==> src/rtl/fc_instr_fetch_bridge_if.sv <==
// Instruction fetch bus: request/grant address channel plus response
// channel (rvalid, rdata, err).
//   master: drives req/addr, receives gnt/rvalid/rdata/err
//   slave : receives req/addr, drives gnt/rvalid/rdata/err
interface fc_instr_fetch_bridge_if #(
  parameter int unsigned ADDR_WIDTH  = 32,
  parameter int unsigned RDATA_WIDTH = 32
);
  logic                   req;
  logic [ADDR_WIDTH-1:0]  addr;
  logic                   gnt;
  logic                   rvalid;
  logic [RDATA_WIDTH-1:0] rdata;
  logic                   err;

  modport master (
    output req, addr,
    input  gnt, rvalid, rdata, err
  );

  modport slave (
    input  req, addr,
    output gnt, rvalid, rdata, err
  );
endinterface

==> src/rtl/fc_instr_fetch_bridge.sv <==
// Registered bridge from the FC core instruction port to the L2 instruction
// master. The request path is cut by a request register, at most
// MAX_OUTSTANDING fetches are in flight, and every in-flight address is kept
// so that an L2 error response can be logged with its faulting address.
//
// Ports:
//   clk_i, rst_i  : clock, asynchronous active-high reset
//   core          : core-side bus (slave); core.err carries the L2 error flag
//   l2            : L2-side bus (master); l2.err is the L2 opc/error flag
//   err_cnt_o     : saturating count of error responses
//   err_addr_o    : address of the most recent error response
//   proto_err_o   : sticky, response seen with nothing outstanding
//
// Optional feature: define FC_INSTR_BRIDGE_RSP_REG_EN to register the
// response path (one extra cycle of response latency).
module fc_instr_fetch_bridge #(
  parameter int unsigned RDATA_WIDTH     = 32,
  parameter int unsigned ADDR_WIDTH      = 32,
  parameter int unsigned MAX_OUTSTANDING = 2
) (
  input  logic                    clk_i,
  input  logic                    rst_i,
  fc_instr_fetch_bridge_if.slave  core,
  fc_instr_fetch_bridge_if.master l2,
  output logic [7:0]              err_cnt_o,
  output logic [ADDR_WIDTH-1:0]   err_addr_o,
  output logic                    proto_err_o
);

  localparam int unsigned CntW = $clog2(MAX_OUTSTANDING + 1);
  localparam int unsigned PtrW = (MAX_OUTSTANDING > 1) ? $clog2(MAX_OUTSTANDING) : 1;
  localparam logic [CntW-1:0] CntMax  = CntW'(MAX_OUTSTANDING);
  localparam logic [PtrW-1:0] PtrLast = PtrW'(MAX_OUTSTANDING - 1);

  logic                  req_v_q, req_v_d;
  logic [ADDR_WIDTH-1:0] req_addr_q, req_addr_d;
  // cnt also serves as the address FIFO fill level: both move on the same events.
  logic [CntW-1:0]       cnt_q, cnt_d;
  logic [PtrW-1:0]       wr_ptr_q, wr_ptr_d, rd_ptr_q, rd_ptr_d;
  logic [ADDR_WIDTH-1:0] fifo_q [MAX_OUTSTANDING];
  logic [7:0]            err_cnt_q, err_cnt_d;
  logic [ADDR_WIDTH-1:0] err_addr_q, err_addr_d;
  logic                  proto_err_q, proto_err_d;

  logic gnt, handshake, fifo_empty, rsp_pop, rsp_spurious;

  // No same-cycle credit return: a response does not free a slot until the next cycle.
  assign gnt          = core.req & (~req_v_q | l2.gnt) & (cnt_q < CntMax);
  assign handshake    = core.req & gnt;
  assign fifo_empty   = (cnt_q == '0);
  assign rsp_pop      = l2.rvalid & ~fifo_empty;
  assign rsp_spurious = l2.rvalid & fifo_empty;

  assign core.gnt    = gnt;
  assign l2.req      = req_v_q;
  assign l2.addr     = req_addr_q;
  assign err_cnt_o   = err_cnt_q;
  assign err_addr_o  = err_addr_q;
  assign proto_err_o = proto_err_q;

  always_comb begin
    req_v_d     = req_v_q;
    req_addr_d  = req_addr_q;
    cnt_d       = cnt_q;
    wr_ptr_d    = wr_ptr_q;
    rd_ptr_d    = rd_ptr_q;
    err_cnt_d   = err_cnt_q;
    err_addr_d  = err_addr_q;
    proto_err_d = proto_err_q;

    if (handshake) begin
      req_v_d    = 1'b1;
      req_addr_d = core.addr;
      wr_ptr_d   = (wr_ptr_q == PtrLast) ? '0 : wr_ptr_q + PtrW'(1);
    end else if (l2.gnt) begin
      req_v_d = 1'b0;
    end

    if (rsp_pop) begin
      rd_ptr_d = (rd_ptr_q == PtrLast) ? '0 : rd_ptr_q + PtrW'(1);
      // Log the popped head; a same-cycle push never reaches the head here.
      if (l2.err) begin
        err_addr_d = fifo_q[rd_ptr_q];
        if (err_cnt_q != 8'hFF) err_cnt_d = err_cnt_q + 8'd1;
      end
    end

    if (rsp_spurious) proto_err_d = 1'b1;

    case ({handshake, rsp_pop})
      2'b10:   cnt_d = cnt_q + CntW'(1);
      2'b01:   cnt_d = cnt_q - CntW'(1);
      default: cnt_d = cnt_q;
    endcase
  end

  always_ff @(posedge clk_i or posedge rst_i) begin
    if (rst_i) begin
      req_v_q     <= 1'b0;
      req_addr_q  <= '0;
      cnt_q       <= '0;
      wr_ptr_q    <= '0;
      rd_ptr_q    <= '0;
      err_cnt_q   <= '0;
      err_addr_q  <= '0;
      proto_err_q <= 1'b0;
      for (int i = 0; i < int'(MAX_OUTSTANDING); i++) fifo_q[i] <= '0;
    end else begin
      req_v_q     <= req_v_d;
      req_addr_q  <= req_addr_d;
      cnt_q       <= cnt_d;
      wr_ptr_q    <= wr_ptr_d;
      rd_ptr_q    <= rd_ptr_d;
      err_cnt_q   <= err_cnt_d;
      err_addr_q  <= err_addr_d;
      proto_err_q <= proto_err_d;
      if (handshake) fifo_q[wr_ptr_q] <= core.addr;
    end
  end

`ifdef FC_INSTR_BRIDGE_RSP_REG_EN
  logic                   rsp_valid_q;
  logic [RDATA_WIDTH-1:0] rsp_rdata_q;
  logic                   rsp_err_q;

  always_ff @(posedge clk_i or posedge rst_i) begin
    if (rst_i) begin
      rsp_valid_q <= 1'b0;
      rsp_rdata_q <= '0;
      rsp_err_q   <= 1'b0;
    end else begin
      rsp_valid_q <= l2.rvalid;
      if (l2.rvalid) begin
        rsp_rdata_q <= l2.rdata;
        rsp_err_q   <= l2.err;
      end
    end
  end

  assign core.rvalid = rsp_valid_q;
  assign core.rdata  = rsp_rdata_q;
  assign core.err    = rsp_err_q;
`else
  assign core.rvalid = l2.rvalid;
  assign core.rdata  = l2.rdata;
  assign core.err    = l2.err;
`endif

endmodule

==> src/flat_wrapper.sv <==
// flat-port wrapper written by rule: the top's interface ports become plain ports
module fc_instr_fetch_bridge_flat 
#(
  parameter int unsigned RDATA_WIDTH     = 32,
  parameter int unsigned ADDR_WIDTH      = 32,
  parameter int unsigned MAX_OUTSTANDING = 2
)
  (clk_i, rst_i, err_cnt_o, err_addr_o, proto_err_o, core_req, core_addr, core_gnt, core_rvalid, core_rdata, core_err, l2_req, l2_addr, l2_gnt, l2_rvalid, l2_rdata, l2_err);
  fc_instr_fetch_bridge_if #(.ADDR_WIDTH(ADDR_WIDTH), .RDATA_WIDTH(RDATA_WIDTH)) core_i ();
  fc_instr_fetch_bridge_if #(.ADDR_WIDTH(ADDR_WIDTH), .RDATA_WIDTH(RDATA_WIDTH)) l2_i ();
  input  logic clk_i;
  input  logic rst_i;
  output logic [7:0] err_cnt_o;
  output logic [ADDR_WIDTH-1:0] err_addr_o;
  output logic proto_err_o;
  input wire logic [$bits(core_i.req)-1:0] core_req;
  input wire logic [$bits(core_i.addr)-1:0] core_addr;
  output wire logic [$bits(core_i.gnt)-1:0] core_gnt;
  output wire logic [$bits(core_i.rvalid)-1:0] core_rvalid;
  output wire logic [$bits(core_i.rdata)-1:0] core_rdata;
  output wire logic [$bits(core_i.err)-1:0] core_err;
  output wire logic [$bits(l2_i.req)-1:0] l2_req;
  output wire logic [$bits(l2_i.addr)-1:0] l2_addr;
  input wire logic [$bits(l2_i.gnt)-1:0] l2_gnt;
  input wire logic [$bits(l2_i.rvalid)-1:0] l2_rvalid;
  input wire logic [$bits(l2_i.rdata)-1:0] l2_rdata;
  input wire logic [$bits(l2_i.err)-1:0] l2_err;
  assign core_i.req = core_req;
  assign core_i.addr = core_addr;
  assign core_gnt = core_i.gnt;
  assign core_rvalid = core_i.rvalid;
  assign core_rdata = core_i.rdata;
  assign core_err = core_i.err;
  assign l2_req = l2_i.req;
  assign l2_addr = l2_i.addr;
  assign l2_i.gnt = l2_gnt;
  assign l2_i.rvalid = l2_rvalid;
  assign l2_i.rdata = l2_rdata;
  assign l2_i.err = l2_err;
  fc_instr_fetch_bridge #(.RDATA_WIDTH(RDATA_WIDTH), .ADDR_WIDTH(ADDR_WIDTH), .MAX_OUTSTANDING(MAX_OUTSTANDING)) u_core (.clk_i(clk_i), .rst_i(rst_i), .core(core_i), .l2(l2_i), .err_cnt_o(err_cnt_o), .err_addr_o(err_addr_o), .proto_err_o(proto_err_o));
endmodule
==> config.mk <==
export PLATFORM = sky130hd
export DESIGN_NAME = fc_instr_fetch_bridge_flat
export DESIGN_NICKNAME = d
export VERILOG_FILES = /design/src/rtl/fc_instr_fetch_bridge_if.sv /design/src/rtl/fc_instr_fetch_bridge.sv /design/src/flat_wrapper.sv
export SDC_FILE = /design/constraint.sdc
export NUM_CORES = 1
export LEC_CHECK = 0
export ABC_AREA = 1
export BUFFER_PORTS_ARGS = -buffer_cell sky130_fd_sc_hd__buf_2
export CAP_MARGIN = 10
export CELL_PAD_IN_SITES_DETAIL_PLACEMENT = 1
export CELL_PAD_IN_SITES_GLOBAL_PLACEMENT = 1
export CORE_UTILIZATION = 28
export DETAILED_ROUTE_END_ITERATION = 10
export PLACE_DENSITY = 0.73
export SLEW_MARGIN = 20
export SYNTH_ARGS = -nofsm -noshare
export SYNTH_HDL_FRONTEND = slang
export SYNTH_SLANG_ARGS = --single-unit
==> constraint.sdc <==
create_clock -name clk_i -period 6.3 [get_ports clk_i]
set_clock_uncertainty 0.1 [all_clocks]
set_input_delay 1.26 -clock clk_i [delete_from_list [all_inputs] [get_ports clk_i]]
set_output_delay 1.26 -clock clk_i [all_outputs]
set_load 0.02 [all_outputs]
==> impl_metrics.yaml, run 1 <==
place:
  dp.cells: 1070
  gp_congestion: 0.737
  hpwl_microns: 9970
  place_area_sq_um: 6750
  port_buffers: 114
timing:
  setup-violations-final: 0
  hold_violations: 0
  final-max-slew-violation-count: 0
  min_period_over_period_pct: 58.9
  worstMarginPinSlew_ps: 869
  rsz0062_at_grt: "no"
  relSlewSlack_pct: 42.0
  fin_setup_tns_ps: 0
  fmax_mhz: 270
  period_minus_slack_ps: 3710
worst_setup_path:
  worstPathArrival_ps: 2350
  cp_max_fo: 34
  critPathMaxStageDelay_ps: 510
  required_ps: 4940
  start_kind: "input port"
  worst_path_most_repeated_cell: "buf_2"
  crit_slowest_cell: "inv_2"
  crit_type: "input port to output port"
  path_buf_inv: 4
  crit_chain: "buf_2, inv_1, nand2_2, nand3_4, inv_2, buf_2"
  worstSetupEndpointType: "output port"
  cpLargestDelayFamily: "buffers and inverters"
die:
  rows: 54
  dieArea_sq_um: 23000
  coreArea_sq_um: 21900
  die_height_microns: 152
  ios: 179
  fp.dieW_microns: 152
  start_util_pct: 28.7
clock_network:
  clockBufferDepth: 2
  insertion_delay_ps: 410
  numCtsBuffers: 17
  post-cts-setup-buffers: 0
  cts_tree: "built"
  clk_pin_slew_ps: 60
  cts-root-buf: "clkbuf_16"
  cts_num_sinks: 142
  cts_repair_resize_count: 0
  cts_hold_buf: 0
  ctsHtreeMaxLevel: 4
routing:
  wl_microns: 16500
  top_layer_used: "met4"
  wl_met3_microns: 603
  drc: 0
  wl_met1_microns: 7870
  vias: 4880
  antenna_left: 0
  drtIter0Drc: 218
  drt-pass1-iter-count: 4
  via_per_inst: 4.43
  detail_route.wl_per_cell_microns: 14.9
  wl_met2_microns: 7810
synthesis:
  yosysSeqAreaShare_pct: 56.6
  synth.cell_area_sq_um: 6280
  synth_cells: 743
  postSynthAreaPerCell_sq_um: 8.46
  ys_seq_elements: 142
  synth.distinct_cells: 23
  synth_fp_nets: 815
  yosysWarningCount: 0
grt:
  grt-ovfl-total: 0
  grt_max_degree: 107
  grt_pass1_vias: 5144
  antenna_found_initial: 0
  grt_usage_pct: 15.3
  grt_pass1_wl_microns: 27100
run_status:
  run_status: "finished clean"
cells_and_area:
  syn_to_final_growth_pct: 18.3
  nNetsFinal: 881
  fin_cells: 1101
  fillerInstances: 2621
  diodes: 0
  fin_area_sq_um: 7430
  drive_gt1_share_pct: 20.0
hold_path:
  holdCritPathClass: "flip-flop to flip-flop"
power:
  power_density_nw_per_um2: 555
  peakVddDrop_mv: 0.168
  p_leak_nw: 3.94
flow_run:
  max-cap-violations: 0
[metrics by stage]
stage | utilization [%] | hold WS (ps) | total power, mW | setup WS (ps)
floorplan | - | 346 | 2.56 | 1130
global placement | 30.8 | 358 | 2.93 | 2570
detailed placement | 30.8 | 356 | 3.00 | 2540
CTS | 33.9 | 369 | 4.19 | 2540
global route | 34.0 | 387 | 4.45 | 2490
finish | 34.0 | 365 | 4.12 | 2590
[cell usage in the layout, fill, tap and decap left out]
| cell type | Yosys | layout |
|---|---|---|
| nand2_1 | 359 | 359 |
| bufinv_16 | 0 | 6 |
| clkinv_2 | 0 | 3 |
| dfrtp_4 | 0 | 1 |
| dfrtp_1 | 142 | 141 |
| nor2_1 | 7 | 7 |
| nand3_4 | 2 | 2 |
| inv_8 | 0 | 1 |
| o21ai_0 | 93 | 93 |
| inv_1 | 40 | 39 |
| o21ai_1 | 6 | 6 |
| a21oi_2 | 1 | 1 |
| nor2_2 | 1 | 1 |
| nor2_8 | 2 | 2 |
| ha_1 | 2 | 2 |
| clkinvlp_4 | 0 | 1 |
| clkbuf_8 | 0 | 3 |
| xor2_1 | 4 | 4 |
| clkinv_4 | 0 | 1 |
| clkbuf_16 | 0 | 17 |
| a21oi_1 | 1 | 1 |
| a31o_2 | 1 | 1 |
| inv_2 | 5 | 5 |
| buf_2 | 12 | 114 |
| nand2_2 | 3 | 3 |
| xnor2_1 | 2 | 2 |
| buf_4 | 38 | 2 |
| nand3_1 | 3 | 3 |
[routing by layer]
layer / track usage (%) / vias to the layer above
met5: 0 / -
met4: 4.70 / 0
met3: 3.56 / 10
met2: 24.9 / 88
met1: 20.1 / 2393
li1: - / 2389
[where the power goes]
part	switching [mW]	internal, mW	leakage [nW]
registers	0.270	1.33	1.78
logic	0.929	0.429	1.83
clock network	0.388	0.771	0.332
total	1.59	2.53	3.94
[area by class of cell]
| class | count | area, sq um | area share [%] |
|---|---|---|---|
| Timing Repair Buffer | 116 | 586 | 7.88 |
| Clock buffer | 20 | 467 | 6.28 |
| Inverter | 45 | 176 | 2.37 |
| Tap cell | 280 | 350 | 4.71 |
| Clock inverter | 11 | 211 | 2.85 |
| Sequential cell | 142 | 3560 | 47.9 |
| Multi-Input combinational cell | 487 | 2080 | 28.0 |
[cells in the mapped netlist, drive strengths merged]
cell type    n  area (sq um)
a21oi        2          13.8
a31o         1          8.76
buf         57           424
clkbuf      12          51.3
dfrtp      142          3550
ha           2          25.0
inv         45           169
nand2      362          1370
nand3        5          50.0
nor2        10          72.6
o21ai       99           495
xnor2        2          17.5
xor2         4          35.0
[flip-flops by register name, indices dropped and copies added (netlist names)]
| name | count |
|---|---|
| u_core.l2.req | 1 |
| u_core.err_addr_o | 32 |
| u_core.rd_ptr_q | 1 |
| u_core.wr_ptr_q | 1 |
| u_core.fifo_q | 64 |
| u_core.l2.addr | 32 |
| u_core.err_cnt_o | 8 |
| u_core.cnt_q | 2 |
| u_core.proto_err_o | 1 |
[path summary, 6_finish.rpt]
path | slack, ps | cells past startpoint | end | from
max | 2590 | 6 | core_gnt | l2_gnt
min | 370 | 1 | u_core.proto_err_o | u_core.proto_err_o
max reg2reg | 3970 | 7 | u_core.err_cnt_o[0] | u_core.cnt_q[0]
min reg2reg | 370 | 1 | u_core.proto_err_o | u_core.proto_err_o
max in group asynchronous | 4140 | 3 | u_core.rd_ptr_q | rst_i
min in group asynchronous | 880 | 2 | u_core.err_addr_o[20] | rst_i
[logic make-up (layout without fill, tap and decap cells)]
logic type                 count (synthesis)  after routing  share of synthesized area [%]
buffers and inverters                    114            192                           10.3
xor gates and xnor gates                   6              6                          0.836
adders and majority gates                  2              2                          0.398
AOI/OAI and AO/OA                        102            102                           8.25
DFF                                      142            142                           56.6
and+or+nand+nor                          377            377                           23.7
Power figures use the tool's default switching activity.
==> run 2: changes to the inputs <==
--- a/config.mk
+++ b/config.mk
@@ -12,7 +12,7 @@
 export CELL_PAD_IN_SITES_GLOBAL_PLACEMENT = 1
 export CORE_UTILIZATION = 28
 export DETAILED_ROUTE_END_ITERATION = 10
-export PLACE_DENSITY = 0.73
+export PLACE_DENSITY = 0.75
 export SLEW_MARGIN = 20
 export SYNTH_ARGS = -nofsm -noshare
 export SYNTH_HDL_FRONTEND = slang
==> constraint.sdc (replaced) <==
create_clock -name clk_i -period 3.1 [get_ports clk_i]
set_clock_uncertainty 0.1 [all_clocks]
set_input_delay 0.62 -clock clk_i [delete_from_list [all_inputs] [get_ports clk_i]]
set_output_delay 0.62 -clock clk_i [all_outputs]
set_load 0.02 [all_outputs]
==> run 2 against run 1 <==
Net effect: sequential power rose by 99%; final cell count grew 0.73%; via count grew 1.9%; cell area is 0.37% higher.
==> impl_metrics.yaml, run 2 (synthesized netlist as in run 1, its figures left out) <==
power:
  intPower_mw: 4.87
  p_comb_share_pct: 35.4
  seqPwrFrac_pct: 39.0
  clkPwrFrac_pct: 25.7
  power.total_mw: 8.16
  swShare_pct: 40.3
  power_density_nw_per_um2: 1090
  p_sw_mw: 3.29
  p_leak_nw: 3.95
  peakVddDrop_mv: 0.452
routing:
  antenna_left: 0
  detail_route.wl_per_cell_microns: 15.2
  drtIter0Drc: 202
  vias: 4973
  drc: 0
  wl_microns: 16900
  via_per_inst: 4.48
  drt-pass1-iter-count: 4
die:
  fp.dieW_microns: 152
  ios: 179
  start_util_pct: 28.7
  rows: 54
  dieArea_sq_um: 23000
  die_height_microns: 152
  coreArea_sq_um: 21900
timing:
  setup-violations-final: 0
  fin_setup_tns_ps: 0
  fmax_mhz: 446
  worst_slack_ps: 856
  worstMarginPinSlew_ps: 794
  rsz0062_at_grt: "no"
  hold_violations: 0
  relSlewSlack_pct: 47.1
  final-max-slew-violation-count: 0
  period_minus_slack_ps: 2240
  min_period_over_period_pct: 72.4
clock_network:
  cts_tree: "built"
  insertion_delay_ps: 420
  post-cts-setup-buffers: 0
  cts_repair_resize_count: 0
  cts-root-buf: "clkbuf_16"
  numCtsBuffers: 17
  clockBufferDepth: 2
  ctsHtreeMaxLevel: 4
  cts_hold_buf: 0
  clk_pin_slew_ps: 60
  cts_num_sinks: 142
worst_setup_path:
  worstPathArrival_ps: 1520
  crit_type: "flip-flop to output port"
  worst_path_most_repeated_cell: "inv_2"
  critPathMaxStageDelay_ps: 370
  crit_chain: "inv_2, nand3_4, inv_2, buf_2"
  crit_slowest_cell: "dfrtp_1"
  worstSetupEndpointType: "output port"
  required_ps: 2380
  cp_max_fo: 13
  start_kind: "flip-flop"
cells_and_area:
  largest_reg_flops: 64
  utilization_pct: 34.1
  mostFrequentLayoutCells: "nand2_1, dfrtp_1, buf_2"
  nNetsFinal: 889
  regMostFlops: "u_core.fifo_q"
  final_common_cell: "nand2_1"
  fin_area_sq_um: 7460
  syn_to_final_growth_pct: 18.7
  drive_gt1_share_pct: 20.7
  diodes: 0
place:
  place_area_sq_um: 6840
  dp_slack_ps: 859
  gp_congestion: 0.714
  port_buffers: 114
  hpwl_microns: 10600
grt:
  grt_pass1_wl_microns: 27600
  grt-ovfl-total: 0
  grt_max_degree: 65
  grt_usage_pct: 15.7
  antenna_found_initial: 0
  grt_pass1_vias: 5206
flow_run:
  max-cap-violations: 0
hold_path:
  holdCritPathClass: "input port to asynchronous set/reset pin"
run_status:
  run_status: "finished clean"
## run 2: cell type report
type	instances	area [sq um]
Tap cell	280	350
Inverter	45	173
Clock inverter	14	169
Timing Repair Buffer	124	703
Clock buffer	17	425
Multi-Input combinational cell	487	2080
Sequential cell	142	3550
Fill cell	2659	14400
## run 2: stage by stage
stage                     hold slack [ps]  std cells
final                                 145       1109
after global routing                  164       1109
after CTS                             315       1108
after detailed placement              359       1077
after global placement                353       1077
after floorplan                       346        743
## run 2: worst paths after layout
kind,from,endpoint,slack (ps),depth (start not counted)
max in group asynchronous,rst_i,u_core.fifo_q[43],2000,4
min in group clk_i,core_addr[8],u_core.l2.addr[8],330,3
setup / recovery,u_core.cnt_q[1],core_gnt,860,4
setup reg to reg,u_core.cnt_q[1],u_core.fifo_q[52],1160,5
hold / removal,rst_i,u_core.l2.addr[26],140,2
hold reg to reg,u_core.proto_err_o,u_core.proto_err_o,370,1
## run 2: power groups by stage
stage	combinational, mW	sequential [mW]	clock, mW
finish	2.89	3.18	2.10
global route	3.28	3.30	2.23
CTS	2.95	3.19	2.16
detailed placement	2.92	3.21	0
global placement	2.82	3.18	0
floorplan	1.58	3.63	0
## run 2: critical path: cells and delay by family (launching register included)
kind          cells  cell delay [ps]
simple gates      1              260
buf+inv           3              460
flops             1              370
## run 2: metal layers
layer	GRT usage (%)	wire length (microns)
met5	0	0
met3	3.65	612
met2	25.8	8030
met4	4.70	159
met1	20.5	8080
==> run 3: changes to the inputs <==
--- a/config.mk
+++ b/config.mk
@@ -12,7 +12,7 @@
 export CELL_PAD_IN_SITES_GLOBAL_PLACEMENT = 1
 export CORE_UTILIZATION = 28
 export DETAILED_ROUTE_END_ITERATION = 10
-export PLACE_DENSITY = 0.75
+export PLACE_DENSITY = 0.73
 export SLEW_MARGIN = 20
 export SYNTH_ARGS = -nofsm -noshare
 export SYNTH_HDL_FRONTEND = slang
==> constraint.sdc (replaced) <==
create_clock -name clk_i -period 2.3 [get_ports clk_i]
set_clock_uncertainty 0.1 [all_clocks]
set_input_delay 0.46 -clock clk_i [delete_from_list [all_inputs] [get_ports clk_i]]
set_output_delay 0.46 -clock clk_i [all_outputs]
set_load 0.02 [all_outputs]
==> run 3 against run 2 <==
Net effect: critical path depth did not move; first-iteration DRC count down 5.0%; setup slack lost 620 ps; clock power is 35% higher; count of clock-buffer cells in the layout is 2 higher; die area did not move; critical path type unchanged; critical endpoint unchanged.
==> impl_metrics.yaml, run 3 (synthesized netlist as in run 1, its figures left out) <==
run_status:
  run_status: "finished clean"
routing:
  wl_microns: 16700
  drc: 0
  detail_route.wl_per_cell_microns: 15.0
  via_per_inst: 4.43
  drtIter0Drc: 192
  antenna_left: 0
  drt-pass1-iter-count: 4
  vias: 4927
grt:
  use_met2_pct: 24.0
  met1_usage_pct: 20.3
  grt_max_degree: 84
  grt_usage_pct: 15.3
  antenna_found_initial: 0
  grt_pass1_vias: 4998
  top_usage_layer: "met2"
  grt-ovfl-total: 0
  use_met3_pct: 3.23
  grt_pass1_wl_microns: 26700
power:
  power.total_mw: 11.1
  peakVddDrop_mv: 0.458
  p_leak_nw: 3.95
  power_density_nw_per_um2: 1490
flow_run:
  max-cap-violations: 0
worst_setup_path:
  required_ps: 1740
  rr_worst_depth: 7
  cpLargestDelayFamily: "buffers and inverters"
  worstPathArrival_ps: 1500
  crit_start: "u_core.cnt_q[1]"
  path_buf_inv: 3
  reg2reg_from: "u_core.cnt_q[0]"
  crit_cells: 4
  start_kind: "flip-flop"
  critPathMaxStageDelay_ps: 370
  reg2reg_to: "u_core.err_cnt_o[3]"
  crit_slowest_cell: "dfrtp_1"
  crit_chain: "inv_2, nand3_4, inv_2, buf_2"
  worstSetupEndpointType: "output port"
  crit_type: "flip-flop to output port"
  cp_max_fo: 10
  rrSetupSlack_ps: 540
  cp-endpoint: "core_gnt"
  worst_path_most_repeated_cell: "inv_2"
hold_path:
  holdCritPathClass: "input port to asynchronous set/reset pin"
die:
  rows: 54
  fp.dieW_microns: 152
  ios: 179
  coreArea_sq_um: 21900
  die_height_microns: 152
  dieArea_sq_um: 23000
  start_util_pct: 28.7
timing:
  rsz0062_at_grt: "no"
  setup-violations-final: 0
  hold_violations: 0
  final-max-slew-violation-count: 0
  relSlewSlack_pct: 62.7
  worstMarginPinSlew_ps: 559
  period_minus_slack_ps: 2060
  worst_hold_slack_ps: 38.8
  min_period_over_period_pct: 89.7
  fmax_mhz: 485
cells_and_area:
  drive_gt1_share_pct: 20.8
  largest_reg_flops: 64
  diodes: 0
  fillerInstances: 2650
  utilization_pct: 34.2
  syn_to_final_growth_pct: 19.1
  nNetsFinal: 891
  regMostFlops: "u_core.fifo_q"
  mostFrequentLayoutCells: "nand2_1, dfrtp_1, buf_2"
  fin_area_sq_um: 7480
  final_common_cell: "nand2_1"
clock_network:
  cts_tree: "built"
  numCtsBuffers: 17
  cts-root-buf: "clkbuf_16"
  insertion_delay_ps: 430
  clk_pin_slew_ps: 60
  ctsHtreeMaxLevel: 4
  cts_repair_resize_count: 0
  clockBufferDepth: 2
  post-cts-setup-buffers: 0
  cts_num_sinks: 142
  cts_hold_buf: 0
place:
  gp_congestion: 0.752
  hpwl_microns: 10800
  port_buffers: 114
  place_area_sq_um: 6890
==> run 3: final cells by class <==
| class | instances | area (sq um) | share of cell area [%] |
|---|---|---|---|
| clock buffer | 19 | 433 | 5.78 |
| timing repair buffer | 126 | 723 | 9.66 |
| tap | 280 | 350 | 4.68 |
| multi-input combinational | 487 | 2080 | 27.9 |
| inverter | 45 | 173 | 2.31 |
| clock inverter | 13 | 166 | 2.22 |
| sequential | 142 | 3550 | 47.5 |
==> run 3: report_power, final <==
part | internal, mW | switching (mW)
sequential | 3.65 | 0.586
clock | 1.71 | 1.13
combinational | 1.28 | 2.77
total | 6.64 | 4.49
==> run 3: per-stage QoR <==
stage          TNS, ps  setup slack, ps  std cells
2_1_floorplan    -5260            -37.1        743
3_3_place_gp         0              502       1080
3_5_place_dp         0              464       1080
4_1_cts              0              181       1112
5_1_grt              0              146       1112
6_report             0              237       1112
==> run 3: metal layers <==
layer | share of wire (%) | vias up
met3 | 3.4 | 18
li1 | - | 2406
met5 | 0 | -
met2 | 47 | 89
met1 | 48 | 2414
met4 | 1.9 | 0
==> run 3: how the worst min path moves through the flow <==
stage | slack (ps) | cells past startpoint | from | endpoint
detailed placement | 360 | 2 | u_core.l2.addr[11] | u_core.l2.addr[11]
global placement | 360 | 2 | u_core.l2.addr[11] | u_core.l2.addr[11]
CTS | 50 | 3 | rst_i | u_core.err_addr_o[22]
global route | 60 | 3 | rst_i | u_core.err_addr_o[22]
floorplan | 350 | 2 | u_core.fifo_q[0] | u_core.fifo_q[0]
finish | 40 | 3 | rst_i | u_core.err_addr_o[22]
==> run 3: worst reg2reg max path, cell delays in order, from the launching register on <==
cell and delay, ps:
dfrtp_1 410, inv_2 60, nand2_2 80, nand3_4 240, inv_2 380, nand2_2 210
nand2_1 100, nand2_1 60
